<file path="src/rtl/bus_arb_pkg.sv">
// rtl/bus_arb_pkg.sv - shared types, width helper and assertion macro for the QoS bus arbiter

`ifndef BUS_ARB_ASSERT_ONEHOT0
`define BUS_ARB_ASSERT_ONEHOT0(clk_s, rst_s, sig) \
  assert property (@(posedge clk_s) disable iff (rst_s) $onehot0(sig))
`endif

package bus_arb_pkg;

  // Arbiter is either free (IDLE) or has a current bus owner (OWNED).
  typedef enum logic {
    IDLE  = 1'b0,
    OWNED = 1'b1
  } state_t;

  // Width of a binary requester index; a single requester still needs one bit.
  function automatic int idw(input int n);
    return (n > 1) ? $clog2(n) : 1;
  endfunction

endpackage

</file>
<file path="src/rtl/rr_pick.sv">
// rtl/rr_pick.sv - combinational round-robin / fixed-priority winner picker

module rr_pick #(
  parameter int N   = 2,
  parameter int IDW = 1
) (
  input  logic [N-1:0]   req,
  input  logic [IDW-1:0] last,
  input  logic           fixed,
  output logic [N-1:0]   onehot,
  output logic [IDW-1:0] idx,
  output logic           found
);

  // Scan candidates in priority order: from index 0 in fixed mode, or
  // starting just after the previous winner (wrapping) in round-robin mode.
  always_comb begin
    int c;
    logic [IDW-1:0] ci;
    onehot = '0;
    idx    = '0;
    found  = 1'b0;
    c      = 0;
    ci     = '0;
    for (int k = 0; k < N; k++) begin
      c  = fixed ? k : ((int'(last) + 1 + k) % N);
      ci = IDW'(c);
      if (!found && req[ci]) begin
        found      = 1'b1;
        idx        = ci;
        onehot[ci] = 1'b1;
      end
    end
  end

endmodule

</file>
<file path="src/rtl/bus_arbiter_qos.sv">
// rtl/bus_arbiter_qos.sv - snoop-bus arbiter with urgent class, bounded hold and lockable preemption

module bus_arbiter_qos
  import bus_arb_pkg::*;
#(
  parameter int N         = 2,
  parameter int MAX_HOLD  = 16,
  parameter int FIXED_PRI = 0,
  parameter int IDW       = idw(N)
) (
  input  logic           clk,
  input  logic           rst,
  input  logic [N-1:0]   req,
  input  logic [N-1:0]   urgent,
  input  logic [N-1:0]   lock,
  output logic [N-1:0]   grant,
  output logic [IDW-1:0] grant_id,
  output logic           grant_valid,
  output logic           preempt
);

  // hold_cnt counts up to MAX_HOLD-1 and sticks there; unlimited hold keeps it at 0.
  localparam int HW = (MAX_HOLD > 1) ? $clog2(MAX_HOLD) : 1;
  localparam logic [HW-1:0] HOLD_TOP = HW'((MAX_HOLD > 0) ? (MAX_HOLD - 1) : 0);

  state_t         state;
  logic [HW-1:0]  hold_cnt;
  logic [IDW-1:0] last;

  logic [N-1:0]   u_oh, a_oh, sel_oh;
  logic [IDW-1:0] u_idx, a_idx, sel_idx;
  logic           u_found, a_found;
  logic           others_wait;

  rr_pick #(.N(N), .IDW(IDW)) u_pick_urgent (
    .req    (req & urgent),
    .last   (last),
    .fixed  (FIXED_PRI != 0),
    .onehot (u_oh),
    .idx    (u_idx),
    .found  (u_found)
  );

  rr_pick #(.N(N), .IDW(IDW)) u_pick_all (
    .req    (req),
    .last   (last),
    .fixed  (FIXED_PRI != 0),
    .onehot (a_oh),
    .idx    (a_idx),
    .found  (a_found)
  );

  // Urgent requesters, when any are present, shut out the normal class.
  always_comb begin
    sel_oh      = u_found ? u_oh  : a_oh;
    sel_idx     = u_found ? u_idx : a_idx;
    others_wait = |(req & ~grant);
  end

  // Arbitration FSM; every release leaves one grant-free cycle for snoop settle.
  always_ff @(posedge clk) begin
    if (rst) begin
      state       <= IDLE;
      grant       <= '0;
      grant_id    <= '0;
      grant_valid <= 1'b0;
      preempt     <= 1'b0;
      hold_cnt    <= '0;
      last        <= IDW'(N - 1);
    end else begin
      preempt <= 1'b0;
      case (state)
        IDLE: begin
          if (a_found) begin
            grant       <= sel_oh;
            grant_id    <= sel_idx;
            grant_valid <= 1'b1;
            last        <= sel_idx;
            hold_cnt    <= '0;
            state       <= OWNED;
          end
        end
        OWNED: begin
          if (!req[grant_id]) begin
            grant       <= '0;
            grant_valid <= 1'b0;
            state       <= IDLE;
          end else if ((MAX_HOLD > 0) && (hold_cnt == HOLD_TOP) && others_wait &&
                       !lock[grant_id]) begin
            grant       <= '0;
            grant_valid <= 1'b0;
            preempt     <= 1'b1;
            state       <= IDLE;
          end else if (hold_cnt != HOLD_TOP) begin
            hold_cnt <= hold_cnt + 1'b1;
          end
        end
        default: begin
          grant       <= '0;
          grant_valid <= 1'b0;
          state       <= IDLE;
        end
      endcase
    end
  end

  a_grant_onehot0: `BUS_ARB_ASSERT_ONEHOT0(clk, rst, grant);

  a_preempt_idle: assert property (@(posedge clk) disable iff (rst) preempt |-> (grant == '0));

endmodule

</file>
<file path="config.mk">
export PLATFORM = sky130hd
export DESIGN_NAME = bus_arbiter_qos
export DESIGN_NICKNAME = d
export VERILOG_FILES = /design/src/rtl/bus_arb_pkg.sv /design/src/rtl/rr_pick.sv /design/src/rtl/bus_arbiter_qos.sv
export SDC_FILE = /design/constraint.sdc
export NUM_CORES = 1
export LEC_CHECK = 0
export BUFFER_PORTS_ARGS = -buffer_cell sky130_fd_sc_hd__buf_2
export CAP_MARGIN = 20
export CORE_MARGIN = 1
export CORE_UTILIZATION = 40
export DETAILED_ROUTE_END_ITERATION = 6
export SYNTH_ARGS = -nofsm -noshare
export SYNTH_HDL_FRONTEND = slang
export SYNTH_SLANG_ARGS = --single-unit
</file>
<file path="constraint.sdc">
create_clock -name clk -period 2.4 [get_ports clk]
set_clock_uncertainty 0.1 [all_clocks]
set_input_delay 0.24 -clock clk [delete_from_list [all_inputs] [get_ports clk]]
set_output_delay 0.24 -clock clk [all_outputs]
set_load 0.02 [all_outputs]
</file>
==> flow_summary.json <==
{
  "vias_per_cell": 5.374,
  "hold_path_depth": 2,
  "hold_end": "hold_cnt[1]",
  "p_leak_nw": 0.2920,
  "multiInputGateArea_sq_um": 351.6,
  "die_area_sq_um": 1736,
  "grtUsageTotal_pct": 15.46,
  "synth_top_area_share_pct": 34.99,
  "p_per_area_nw_per_um2": 573.6,
  "end_kind": "flop",
  "layout_commonest_cell": "buf_2",
  "syn_inst": 71,
  "floorplan.initialDensity_pct": 45.52,
  "rsz0062_at_grt": "no",
  "cts_max_path_buffers": 2,
  "fin_hold_ws_ns": 0.2061,
  "register_area_sq_um": 220.2,
  "ys_async_sr_fraction_pct": 0,
  "cp_max_fo": 4,
  "core_sq_um": 1383,
  "hpwl_um": 872.5,
  "postLayoutCellArea_sq_um": 695.7,
  "fin_crit_ns": 1.846,
  "post-route-worst-setup-slack_ns": 0.5535,
  "synth_largest_area_cell": "dfxtp_1",
  "synth_flop_cell": "dfxtp_1",
  "antenna_found_initial": 0,
  "worstSkewPairLatency_ns": 0.26,
  "cp_data_required_time_ns": 2.49,
  "postCtsSetupBuffers": 0,
  "netlist_area_sq_um": 629.4,
  "cpMaxStageDelayCell": "or4_1",
  "critPathKind": "flop to flop",
  "finalHoldViolations": 0,
  "most-common-layout-cells": "12 x buf_2, 11 x dfxtp_1, 7 x nor2_1",
  "vias": 532,
  "die_y_um": 41.67,
  "min-delay-start": "rst",
  "ys_types": 36,
  "place_ws_ns": 0.5926,
  "syn_avg_cell_area_sq_um": 8.864,
  "drv_slew": 0,
  "switching_share_pct": 28.00,
  "startpoint_type": "flop",
  "fin_tns_setup_ns": 0,
  "p_int_w": 0.0002873,
  "num_rows": 13,
  "cts_hold_buf": 0,
  "clkTransAtPathRegs_ns": 0.07,
  "cts_buffers": 3,
  "rr_worst_depth": 5,
  "setup_viol": 0,
  "synth_area_leaders": "dfxtp_1 35%, a21oi_1 4.8%, clkbuf_8 4.4%, nor2_1 4.2%, mux2i_1 3.2%",
  "timing.fmax_mhz": 541.6,
  "cts_tree": "done",
  "dpl_cell_area_sq_um": 669.4,
  "drc": 0,
  "utilization_pct": 50.32,
  "clockRootBuffer": "clkbuf_4",
  "syn-num-nets": 80,
  "r2r_start": "hold_cnt[0]",
  "comb_power_share_pct": 17.7,
  "status": "finished, final reports clean",
  "area_delta_synth_final_pct": 10.54,
  "worst-slew-pin-transition_ns": 0.3593,
  "place_congestion": 0.7395,
  "cp_cell_sequence": "ha_1 > and3_4 > o21a_1 > or4_1 > a211oi_2",
  "layout-drive-gt1-share_pct": 25.00,
  "hp-class": "primary input to flop",
  "clockPowerShare_pct": 31.0,
  "cp.buffers_inverters": 0,
  "crit_family": "simple AND/OR/NAND/NOR gates",
  "top_level_ports": 13,
  "drtPass1Iterations": 3,
  "critPathMaxStageDelay_ns": 0.52,
  "slew_headroom_pct": 76.01,
  "detail_route.wl_per_cell_um": 12.45,
  "synth_edf_count": 0,
  "diodes": 0,
  "htree_levels": 1,
  "cts_resized": 0,
  "p_switching_w": 0.0001117,
  "ys_ff_latch": 11,
  "ir_drop_v": 0.0003951,
  "nFillCells": 142,
  "drt_wl_total_mm": 1.233,
  "die_x_um": 41.67,
  "clock-sinks": 11,
  "r2r_setup_slack_ns": 0.55,
  "reg2reg_to": "hold_cnt[3]",
  "max-cap-violations": 0,
  "grt_max_degree": 14,
  "grt_overflow": 0,
  "drt-initial-drc-count": 6,
  "seq_power_share_pct": 51.4,
  "post-route-period-util_pct": 76.94,
  "grt_pass1_vias": 474,
  "yosysSeqAreaShare_pct": 34.99,
  "worstPathArrival_ns": 1.94,
  "yosysWarnings": 0,
  "fin_nets": 94,
  "grt_pass1_wl_mm": 2.049,
  "io_buffers": 12,
  "drtAntennaViolNets": 0
}
how the worst max path moves through the flow:
stage / slack, ns / depth (start not counted) / start / to
2_1_floorplan: 0.64 / 5 / hold_cnt[0] / hold_cnt[3]
3_3_place_gp: 0.60 / 5 / hold_cnt[0] / hold_cnt[3]
3_5_place_dp: 0.59 / 5 / hold_cnt[0] / hold_cnt[3]
4_1_cts: 0.56 / 5 / hold_cnt[0] / hold_cnt[3]
5_1_grt: 0.47 / 5 / hold_cnt[0] / hold_cnt[3]
6_report: 0.55 / 5 / hold_cnt[0] / hold_cnt[3]
registers in the layout (all words and copies together) (netlist names):
name and cells:
grant_valid 1, preempt 1, state 1, grant_id 1
grant 2, last 1, hold_cnt 4
layout make-up:
class | count | area share (%)
multi-input combinational | 52 | 50.54
inverter | 5 | 2.698
sequential | 11 | 31.65
clock buffer | 4 | 3.777
timing repair buffer | 12 | 8.633
tap | 15 | 2.698
power by group through the flow:
| stage | combinational, W | sequential, W | clock (W) |
|---|---|---|---|
| floorplan | 0.0000507 | 0.000212 | 0 |
| global placement | 0.0000697 | 0.000209 | 0 |
| detailed placement | 0.0000698 | 0.000209 | 0 |
| CTS | 0.0000707 | 0.000205 | 0.000130 |
| global route | 0.0000784 | 0.000207 | 0.000140 |
| finish | 0.0000705 | 0.000205 | 0.000124 |
cell usage after synthesis (all sizes together) (2+ instances only):
master / n
nand3: 2
a211oi: 2
dfxtp: 11
nand2: 3
inv: 5
nor2: 7
nand3b: 2
mux2i: 2
o21bai: 2
a21oi: 6
nor2b: 4
clkbuf: 2
o21ai: 2
cells by family (layout without fill, tap and decap cells):
logic type	Yosys count	count (layout)	synth area share (%)
muxes	3	3	4.970
DFF	11	11	34.99
AOI/OAI and AO/OA	20	20	21.87
buffers and inverters	8	21	9.146
adders and majority gates	2	2	3.578
and+or+nand+nor	27	27	25.45
worst register-to-register path, stage by stage, from the launching register on:
cell and delay (ns):
dfxtp_1 0.33, ha_1 0.23, and3_4 0.20, o21a_1 0.18, or4_1 0.52, a211oi_2 0.22
per-stage QoR:
| step | power (W) | instances |
|---|---|---|
| after floorplan | 0.0002625 | 71 |
| after global placement | 0.0002788 | 95 |
| after detailed placement | 0.0002787 | 95 |
| after CTS | 0.0004051 | 99 |
| after global routing | 0.0004253 | 99 |
| final | 0.0003990 | 99 |
routing by layer:
metal	up-vias	share of wire [%]	global-route usage [%]
met3	2	4.5	8.261
met5	-	0	0
met2	11	43	20.94
met1	238	51	22.10
met4	0	0.81	1.935
li1	281	-	-
(Power assumes the default switching activity.)
